File: src/rtl/vga_pkg.sv
// rtl/vga_pkg.sv - 640x480@60 timing constants and shared types for the VGA sync generator
package vga_pkg;
  localparam int H_ACTIVE_DEF = 640;
  localparam int H_FP_DEF     = 16;
  localparam int H_SYNC_DEF   = 96;
  localparam int H_BP_DEF     = 48;
  localparam int V_ACTIVE_DEF = 480;
  localparam int V_FP_DEF     = 10;
  localparam int V_SYNC_DEF   = 2;
  localparam int V_BP_DEF     = 33;

  localparam int CNT_W   = 10;
  localparam int CNT_MAX = 1 << CNT_W;
  localparam int RGB_W   = 12;

  typedef logic [RGB_W-1:0] rgb444_t;
endpackage

File: src/rtl/vga_axis_counter.sv
// rtl/vga_axis_counter.sv - one raster axis: wrapping position counter with active and sync window decode
module vga_axis_counter
  import vga_pkg::*;
#(
  parameter int ACTIVE = H_ACTIVE_DEF,
  parameter int FP     = H_FP_DEF,
  parameter int SYNC   = H_SYNC_DEF,
  parameter int BP     = H_BP_DEF
) (
  input  logic             clk_i,
  input  logic             rst_ni,
  input  logic             en_i,
  output logic [CNT_W-1:0] cnt_o,
  output logic             wrap_o,
  output logic             active_o,
  output logic             sync_o
);
  localparam int TOTAL      = ACTIVE + FP + SYNC + BP;
  localparam int SYNC_START = ACTIVE + FP;
  localparam int SYNC_END   = ACTIVE + FP + SYNC;
  localparam logic [CNT_W-1:0] LAST = CNT_W'(TOTAL - 1);

  logic [CNT_W-1:0] r_cnt;

  always_ff @(posedge clk_i or negedge rst_ni) begin
    if (!rst_ni) begin
      r_cnt <= '0;
    end else if (en_i) begin
      r_cnt <= (r_cnt == LAST) ? '0 : r_cnt + 1'b1;
    end
  end

  // Window compares are done in int so a window ending exactly at 1024 cannot overflow.
  assign cnt_o    = r_cnt;
  assign wrap_o   = (r_cnt == LAST);
  assign active_o = (int'(r_cnt) < ACTIVE);
  assign sync_o   = (int'(r_cnt) >= SYNC_START) && (int'(r_cnt) < SYNC_END);
endmodule

File: src/rtl/vga_sync_gen.sv
// rtl/vga_sync_gen.sv - VGA raster timing generator: pixel counters plus one registered output stage
module vga_sync_gen
  import vga_pkg::*;
#(
  parameter int H_ACTIVE = H_ACTIVE_DEF,
  parameter int H_FP     = H_FP_DEF,
  parameter int H_SYNC   = H_SYNC_DEF,
  parameter int H_BP     = H_BP_DEF,
  parameter int V_ACTIVE = V_ACTIVE_DEF,
  parameter int V_FP     = V_FP_DEF,
  parameter int V_SYNC   = V_SYNC_DEF,
  parameter int V_BP     = V_BP_DEF,
  parameter bit SYNC_POL = 1'b0
) (
  input  logic             clk_i,
  input  logic             rst_ni,
  input  logic             pix_ce_i,
  input  rgb444_t          rgb_i,
  output logic [CNT_W-1:0] x_o,
  output logic [CNT_W-1:0] y_o,
  output logic             hsync_o,
  output logic             vsync_o,
  output logic             video_on_o,
  output rgb444_t          rgb_o,
  output logic             frame_start_o
);
  localparam int H_TOTAL = H_ACTIVE + H_FP + H_SYNC + H_BP;
  localparam int V_TOTAL = V_ACTIVE + V_FP + V_SYNC + V_BP;

  if (H_TOTAL > CNT_MAX || V_TOTAL > CNT_MAX) begin : g_bad_timing
    $error("vga_sync_gen: total line or frame count exceeds counter range");
  end

  logic             w_h_wrap, w_h_active, w_h_sync;
  logic             w_v_wrap_unused, w_v_active, w_v_sync;
  logic [CNT_W-1:0] w_h_cnt, w_v_cnt;
  logic             w_video_on;

  vga_axis_counter #(.ACTIVE(H_ACTIVE), .FP(H_FP), .SYNC(H_SYNC), .BP(H_BP)) u_h_cnt (
    .clk_i    (clk_i),
    .rst_ni   (rst_ni),
    .en_i     (pix_ce_i),
    .cnt_o    (w_h_cnt),
    .wrap_o   (w_h_wrap),
    .active_o (w_h_active),
    .sync_o   (w_h_sync)
  );

  vga_axis_counter #(.ACTIVE(V_ACTIVE), .FP(V_FP), .SYNC(V_SYNC), .BP(V_BP)) u_v_cnt (
    .clk_i    (clk_i),
    .rst_ni   (rst_ni),
    .en_i     (pix_ce_i && w_h_wrap),
    .cnt_o    (w_v_cnt),
    .wrap_o   (w_v_wrap_unused),
    .active_o (w_v_active),
    .sync_o   (w_v_sync)
  );

  assign x_o        = w_h_cnt;
  assign y_o        = w_v_cnt;
  assign w_video_on = w_h_active && w_v_active;

  logic    r_hsync, r_vsync, r_video_on, r_frame_start;
  rgb444_t r_rgb;

  // Output stage samples the pre-increment counters, so everything here lags x_o/y_o by one pixel.
  always_ff @(posedge clk_i or negedge rst_ni) begin
    if (!rst_ni) begin
      r_hsync       <= ~SYNC_POL;
      r_vsync       <= ~SYNC_POL;
      r_video_on    <= 1'b0;
      r_rgb         <= '0;
      r_frame_start <= 1'b0;
    end else begin
      r_frame_start <= pix_ce_i && (w_h_cnt == '0) && (w_v_cnt == '0);
      if (pix_ce_i) begin
        r_hsync    <= w_h_sync ? SYNC_POL : ~SYNC_POL;
        r_vsync    <= w_v_sync ? SYNC_POL : ~SYNC_POL;
        r_video_on <= w_video_on;
        r_rgb      <= w_video_on ? rgb_i : '0;
      end
    end
  end

  assign hsync_o       = r_hsync;
  assign vsync_o       = r_vsync;
  assign video_on_o    = r_video_on;
  assign rgb_o         = r_rgb;
  assign frame_start_o = r_frame_start;
endmodule
File: config.mk
export PLATFORM = sky130hd
export DESIGN_NAME = vga_sync_gen
export DESIGN_NICKNAME = d
export VERILOG_FILES = /design/src/rtl/vga_pkg.sv /design/src/rtl/vga_axis_counter.sv /design/src/rtl/vga_sync_gen.sv
export SDC_FILE = /design/constraint.sdc
export NUM_CORES = 1
export LEC_CHECK = 0
export ABC_AREA = 0
export BUFFER_PORTS_ARGS = -buffer_cell sky130_fd_sc_hd__buf_2
export CAP_MARGIN = 20
export CORE_AREA = 2 2 87 89
export CTS_CLUSTER_DIAMETER = 100
export DETAILED_ROUTE_END_ITERATION = 8
export DIE_AREA = 0 0 89 91
export PLACE_DENSITY_LB_ADDON = 0.12
export SYNTH_ARGS = -nofsm -noshare
export SYNTH_HDL_FRONTEND = slang
export SYNTH_HIERARCHICAL = 1
export SYNTH_SLANG_ARGS = --single-unit
File: constraint.sdc
create_clock -name clk_i -period 6 [get_ports clk_i]
set_input_delay 0.6 -clock clk_i [delete_from_list [all_inputs] [get_ports clk_i]]
set_output_delay 0.6 -clock clk_i [all_outputs]
set_load 0.02 [all_outputs]
**After elaboration in Yosys (flattened, before gate mapping)**

Index checks and enable logic that the tools add are counted.

- Input port bits: 15
- Word-level logic and storage cells: 30
- Register bits: 36

- Eq/ne operators: 2
- $add $sub $neg: 2
- Order comparisons: 6
- Muxes and demuxes: 5
- Reductions and logical operators: 8

Operator list:

| cell | number |
|---|---|
| 10-bit by 1-bit adder with 10-bit output (second input constant) | 2 |
| 10-bit == test (second input constant) | 2 |
| 10-bit logical NOT | 2 |
| 10-bit less-than comparator (second input constant) | 2 |
| 10-bit by 9-bit less-than comparator with 1-bit output (second input constant) | 2 |
| 10-bit 2-to-1 mux | 2 |
| 12-bit 2-to-1 mux | 1 |
| 10-bit greater-or-equal comparator (second input constant) | 1 |
| 10-bit by 9-bit greater-or-equal comparator with 1-bit output (second input constant) | 1 |
| 1-bit logical AND | 6 |
| 1-bit 2-to-1 mux | 2 |

**Depth between registers and ports, before layout**

Gate-level depths: netlist of run 1.

- Depth after elaboration: 3
- Mapped depth: 8
- Depth with buffers taken out: 7

**Cells and area by module**

Netlist of run 1, hierarchy kept.

Modules (own cells, without submodules):

| module | seq. area each (sq um) | instances | area each (sq um) | cells each |
|---|---|---|---|---|
| vga_sync_gen | 402.9 | 1 | 635.6 | 47 |
| vga_axis_counter (u_v_cnt) | 250.2 | 1 | 565.5 | 57 |
| vga_axis_counter (u_h_cnt) | 250.2 | 1 | 539.3 | 55 |

**Least setup slack after synthesis of run 1**

Ideal clock, no wire load.

- Path type: flip-flop to flip-flop
- Start point: register u_h_cnt.r_cnt[1], in the netlist u_h_cnt/cnt_o[1]
- End point: register u_v_cnt.r_cnt[9], in the netlist u_v_cnt/cnt_o[9]
- Data arrival time: 2.089 ns
- Library setup time: 0.077 ns
- Stages on the path, launching flop included: 9
- Setup slack: 3.834 ns
- Buffers on the path: 1
- Clock period less this slack: 2.166 ns
- Cell sequence: dfrtp_1 -> ha_1 -> nand3_1 -> nor3_4 -> and2_2 -> buf_6 -> nand3_1 -> or4_1 -> a21oi_1

- Longest elaborated chain between the ends: 2

RTL lines:

| item | line | RTL |
|---|---|---|
| from (decl) | vga_axis_counter.sv:23 | `logic [CNT_W-1:0] r_cnt;` |
| from (signal assigned) | vga_axis_counter.sv:29 | `r_cnt <= (r_cnt == LAST) ? '0 : r_cnt + 1'b1;` |
| 10-bit == test | vga_axis_counter.sv:35 | `assign wrap_o = (r_cnt == LAST);` |
| via w_h_wrap | vga_sync_gen.sv:34 | `logic w_h_wrap, w_h_active, w_h_sync;` |
| 1-bit logical AND | vga_sync_gen.sv:52 | `.en_i (pix_ce_i && w_h_wrap),` |
| to (signal assigned) | vga_axis_counter.sv:29 |  |
| to (decl) | vga_axis_counter.sv:23 |  |

The timed path passes the listed nets, and every way through them passes these cells.
A chain may end at the register's enable or synchronous reset.

**Worst setup path after layout of run 1**

- Start point: register u_h_cnt.r_cnt[6], in the netlist u_h_cnt/cnt_o[6]
- End point: register u_v_cnt.r_cnt[9], in the netlist u_v_cnt/cnt_o[9]

The elaborated chain is that of the path after synthesis.

==> metrics.md, run 1 <==
| Metric | Value |
|---|---|
| Status | `finished clean` |
| Worst-path clk slew | `0.07 ns` |
| Worst slew pin tran | `0.851 ns` |
| Final Critical Period | `2.24 ns` |
| Setup TNS | `0 ns` |
| Fillers | `772` |
| Largest net degree at the start of global routing | `37` |
| Critical path type | `reg2reg` |
| Syn_area_per_cell | `10.9 µm²` |
| Buf/Inv on CP | `0` |
| CTS tree | `done` |
| Cells after synthesis | `159` |
| CTS resizes | `0` |
| CP Max Fanout | `10` |
| Async set or reset register ratio after synthesis | `1.00` |
| Initial antenna violation count | `0` |
| Area delta synth->final | `24.5%` |
| IO buf count | `50` |
| CP endpoint kind | `flip-flop` |
| Number of global-route vias before repair | `1377` |
| GPL Wtd Cong | `0.730` |
| Register Area | `903 µm²` |
| WP data arrival | `2.45 ns` |
| Final std cells w/o fill | `310` |
| Htree depth | `2` |
| Crit path largest cell delay | `0.50 ns` |
| Fin util | `0.304` |
| Most frequent cell after synthesis | `dfrtp_1` |
| Worst Path Required | `6.21 ns` |
| Cell-internal power | `423 µW` |
| Synth top area share | `0.489` |
| Via count | `1389` |
| Main flop type after synthesis | `dfrtp_1` |
| NumNets Final | `230` |
| Post-Route WL | `4.32 mm` |
| Yosys warning total | `6` |
| Clock latency at the later pin of the worst-skew pair | `0.28 ns` |
| Die W | `89 µm` |
| CP delay by family, top | `simple AND/OR/NAND/NOR gates` |
| Max-cap check violation count | `0` |
| Slowest CP cell | `or4_1` |
| Maximum buffer depth of the clock tree | `2` |
| WHS | `0.422 ns` |
| Top post-synthesis cells by count | `34 x dfrtp_1, 15 x nand2_1, 12 x a22o_1` |
| Post-Syn Area | `1740 µm²` |
| WL/cell | `13.9 µm` |
| Worst VDD drop | `0.0000743 V` |
| Cell Chain, Critical Path | `or3_4, nor3_4, and2_2, nand3_1, or4_1, a21oi_1` |
| Period utilisation layout | `0.373` |
| GRT Overall Usage | `0.112` |
| Highest Clock Rate | `447 MHz` |
| Clk network pwr share | `0.298` |
| Cell taking the most area after synthesis | `dfrtp_1` |
| Net switching power figure | `205 µW` |
| Top post-synthesis cells by area | `dfrtp_1 49%, a22o_1 6.0%, xor2_1 3.5%, nand2_1 3.2%, dfstp_2 3.0%` |
| Congestion Overflow GR | `0` |
| Lkg Pwr | `1.02 nW` |
| #FFs+latches synth | `36` |
| DP HPWL | `3.04 mm` |
| Drt drc | `0` |
| Post-CTS setup buffer count | `0` |
| Clock buffer count from CTS | `5` |
| Final Hold Viols | `0` |
| PwrDens | `290 nW/µm²` |
| Rel. slew slack | `0.433` |
| Placement Rows | `31` |
| DR iter-0 viols | `77` |
| RSZ-0062 raised after global routing | `no` |
| Core Area | `7140 µm²` |
| Yosys cell types | `42` |
| Placed Cells | `303` |
| Power share of the combinational group | `0.208` |
| Pins Over Slew Limit | `0` |
| # hold bufs at CTS | `0` |
| Share of layout cells above drive strength 1 | `0.332` |
| Switch share | `0.326` |
| Pre-antenna DRT Iters | `4` |
| HP Class | `in2async` |
| Register area share after synthesis | `0.519` |
| Clock Skews | `0.00383 ns` |
| Routed Antenna Nets | `0` |
| Final setup viols | `0` |
| Root Buffer | `clkbuf_8` |
| Startpoint type of the worst setup path | `flip-flop` |
| Vias per cell | `4.48` |
| Flop pwr share | `0.494` |
| IO Pins | `51` |
| Number of synthesized flops with an enable pin | `0` |
| CTS Sinks | `36` |
| Starting Density | `0.244` |
| Antenna diodes | `0` |
| Die area | `8100 µm²` |
| Wire length of the first global-routing pass | `7.00 mm` |
| Mapped Nets | `178` |
| Multi-input logic area | `767 µm²` |
| Die Ht | `91 µm` |
-- worst reg2reg max path, stage by stage (launching register included) --
cell     delay (ns)
dfrtp_1        0.45
or3_4          0.44
nor3_4         0.18
and2_2         0.28
nand3_1        0.16
or4_1          0.50
a21oi_1        0.16
-- sequential cells by signal, indices dropped and copies added, names as in the netlist --
name           flops
video_on_o         1
rgb_o             12
frame_start_o      1
vsync_o            1
hsync_o            1
u_v_cnt/cnt_o     10
u_h_cnt/cnt_o     10
-- final timing paths --
| check | from | endpoint | slack [ns] | depth (start not counted) |
|---|---|---|---|---|
| worst max-delay path | u_h_cnt/cnt_o[6] | u_v_cnt/cnt_o[9] | 3.76 | 6 |
| worst min-delay path | rst_ni | u_h_cnt/cnt_o[0] | 0.42 | 1 |
| worst max register to register | u_h_cnt/cnt_o[6] | u_v_cnt/cnt_o[9] | 3.76 | 6 |
| worst min register to register | hsync_o | hsync_o | 0.49 | 2 |
| max in group asynchronous | rst_ni | rgb_o[6] | 5.04 | 1 |
| min in group clk_i | hsync_o | hsync_o | 0.49 | 2 |
-- cells by family after synthesis --
family	count (synthesis)	share of synthesized area
and+or+nand+nor	65	0.222
DFF	36	0.519
AOI/OAI and AO/OA	30	0.129
xor gates and xnor gates	12	0.0604
buffers and inverters	12	0.0402
adders and majority gates	4	0.0288
-- power by group through the flow --
stage / clock network, mW / logic, mW / registers, mW
CTS: 0.198 / 0.132 / 0.310
detailed placement: 0 / 0.132 / 0.315
global placement: 0 / 0.134 / 0.313
global route: 0.209 / 0.145 / 0.317
floorplan: 0 / 0.0602 / 0.336
finish: 0.187 / 0.130 / 0.310
-- cell usage in the layout (no fill, tap or decap), types with 2 or more instances in the layout --
master,n
dfrtp_1,34
a22o_1,12
nor4_1,5
and3_1,2
a21oi_1,2
nand4_1,6
nor2_1,9
inv_1,6
clkbuf_8,7
nand2_1,15
nand3_1,7
and4_1,2
xor2_1,7
nor3_1,6
or4_1,2
buf_2,50
o21ai_0,7
dfstp_2,2
ha_1,4
xnor2_1,5
-- per-stage QoR --
stage | total power, mW | instance area (µm²) | worst slack (ns)
CTS | 0.640 | 2170 | 3.75
global placement | 0.448 | 2070 | 3.82
floorplan | 0.396 | 1740 | 3.83
finish | 0.628 | 2170 | 3.76
detailed placement | 0.446 | 2070 | 3.78
global route | 0.671 | 2170 | 3.66
-- per-layer routing --
metal  share of wire  routed length, µm  global-route usage  vias to the layer above
met5               0                  0                   0                        -
met4           0.015                 65              0.0410                        0
met3           0.056                241              0.0336                        6
li1                -                  -                   -                      688
met1            0.47               2030               0.142                      656
met2            0.46               1980               0.178                       39
-- final cells by class --
cell class	instances	area share
Multi-Input combinational cell	111	0.354
Timing Repair Buffer	50	0.115
Clock buffer	7	0.0445
Sequential cell	36	0.417
Tap cell	99	0.0572
Inverter	7	0.0121
Power figures use the tool's default switching activity.
==> run 2: changes to the inputs <==
Settings changed: ABC_AREA 0 to 1, CORE_AREA 2 2 87 89 to 2 2 92 94, DIE_AREA 0 0 89 91 to 0 0 94 96.
Clock period 6 ns to 2.06 ns, I/O delays scaled along.
==> run 2 against run 1 <==
Via count grew 25%. Fmax grew 22%. Register-to-register slack lost 3.5 ns. Critical path type unchanged.
==> metrics.md, run 2 <==
| Metric | Value |
|---|---|
| Status | `finished clean` |
| Clock latency at the later pin of the worst-skew pair | `0.29 ns` |
| Initial antenna violation count | `0` |
| Worst slew pin tran | `0.450 ns` |
| Met3 GRT Util | `0.0431` |
| Period utilisation layout | `0.889` |
| Antenna diodes | `0` |
| Tot Pwr | `2.07 mW` |
| Worst-path clk slew | `0.08 ns` |
| WP data arrival | `2.02 ns` |
| Vias per cell | `4.12` |
| CP endpoint kind | `flip-flop` |
| Max-cap check violation count | `0` |
| Syn_area_per_cell | `7.71 µm²` |
| Worst Path Required | `2.25 ns` |
| DR iter-0 viols | `60` |
| Placed Cells | `413` |
| Rel. slew slack | `0.700` |
| Lkg Pwr | `1.38 nW` |
| Mapped Nets | `272` |
| Via count | `1737` |
| Root Buffer | `clkbuf_8` |
| Congestion Overflow GR | `0` |
| GPL Wtd Cong | `0.824` |
| Worst setup margin | `0.229 ns` |
| IO buf count | `50` |
| Final std cells w/o fill | `422` |
| M1 GR Usage | `0.153` |
| CP delay by family, top | `simple AND/OR/NAND/NOR gates` |
| CP Max Fanout | `7` |
| IO Pins | `51` |
| RSZ-0062 raised after global routing | `no` |
| GRT Overall Usage | `0.120` |
| Number of global-route vias before repair | `1719` |
| Post-Syn Area | `1950 µm²` |
| Maximum buffer depth of the clock tree | `2` |
| Clock buffer count from CTS | `5` |
| Commonest non-fill, non-tap cell in the layout | `nand2_1` |
| Yosys warning total | `6` |
| GR peak layer | `met2` |
| DP HPWL | `3.79 mm` |
| Post-Route WL | `5.05 mm` |
| Cell Chain, Critical Path | `ha_1, inv_1, nor3_2, and2_1, nand2_1, inv_2, nand2_2, nor2_2, nand2_1, o22ai_1, inv_1` |
| Worst VDD drop | `0.000248 V` |
| Drt drc | `0` |
| Routed Antenna Nets | `0` |
| Wire length of the first global-routing pass | `8.27 mm` |
| Largest net degree at the start of global routing | `19` |
| WL/cell | `12.0 µm` |
| Leading cell types in the layout, fill and taps excluded | `66 x nand2_1, 50 x buf_2, 45 x inv_1` |
| WHS | `0.147 ns` |
| Pins Over Slew Limit | `0` |
| Clock Skews | `0.00388 ns` |
| HP Class | `in2reg` |
| CTS Sinks | `36` |
| Htree depth | `2` |
| Startpoint type of the worst setup path | `flip-flop` |
| DP Worst Slack | `0.119 ns` |
| PwrDens | `829 nW/µm²` |
| NumNets Final | `335` |
| Final setup viols | `0` |
| Critical path type | `reg2reg` |
| Die W | `94 µm` |
| Cells after synthesis | `253` |
| Fillers | `888` |
| Setup TNS | `0 ns` |
| Placement Rows | `33` |
| Buf/Inv on CP | `3` |
| Crit path largest cell delay | `0.42 ns` |
| Share of layout cells above drive strength 1 | `0.303` |
| Area delta synth->final | `27.8%` |
| Core Area | `8050 µm²` |
| Highest Clock Rate | `546 MHz` |
| Slowest CP cell | `dfrtp_1` |
| Starting Density | `0.242` |
| Die Ht | `96 µm` |
| Met2 usage | `0.190` |
| Final Critical Period | `1.83 ns` |
| Final Hold Viols | `0` |
| CTS tree | `done` |
| Max reg flops | `12` |
| Pre-antenna DRT Iters | `4` |
| Post-CTS setup buffer count | `0` |
| Die area | `9020 µm²` |
## run 2: tightest hold or removal path, stage by stage
cell and delay [ns]:
buf_2 0.09, inv_1 0.05, o21ai_2 0.05
## run 2: area by class of cell
cell class | count | area (µm²) | area share
clock buffers | 5 | 68.8 | 0.0276
clock inverters | 3 | 42.5 | 0.0171
inverters | 47 | 176 | 0.0707
multi-input cells | 167 | 850 | 0.341
flip-flops and latches | 36 | 905 | 0.363
well taps | 105 | 131 | 0.0527
repair buffers | 59 | 320 | 0.128
## run 2: power by group
group	leakage (nW)	internal [mW]	total, mW	switching [mW]
logic	0.872	0.207	0.592	0.385
registers	0.454	0.777	0.840	0.0636
clock network	0.0541	0.358	0.635	0.277
total	1.38	1.34	2.07	0.726
## run 2: final timing paths
path | start | endpoint | slack [ns] | cells past startpoint
worst min-delay path | rgb_i[8] | rgb_o[8] | 0.15 | 3
max in group asynchronous | rst_ni | hsync_o | 1.06 | 3
min in group asynchronous | rst_ni | u_h_cnt/cnt_o[7] | 0.38 | 2
worst max-delay path | u_h_cnt/cnt_o[1] | u_v_cnt/cnt_o[5] | 0.23 | 11
worst max register to register | u_h_cnt/cnt_o[1] | u_v_cnt/cnt_o[5] | 0.23 | 11
worst min register to register | rgb_o[9] | rgb_o[9] | 0.48 | 2
## run 2: metrics by stage
stage                     utilization  area (µm²)
after global placement          0.294        2370
after floorplan                     -        1950
after detailed placement        0.294        2370
final                           0.310        2490
after global routing            0.310        2490
after CTS                       0.309        2490
## run 2: layer usage
metal / share of wire / wire length, µm
met1: 0.47 / 2360
met2: 0.46 / 2320
met3: 0.059 / 300
met4: 0.012 / 60
met5: 0 / 0
## run 2: repair_timing
item                                    4_1_cts  5_1_grt
endpoints found under the hold margin        16        0
hold buffers                                  1        0
endpoints found under the setup margin        0        7
resized for setup                             0        3
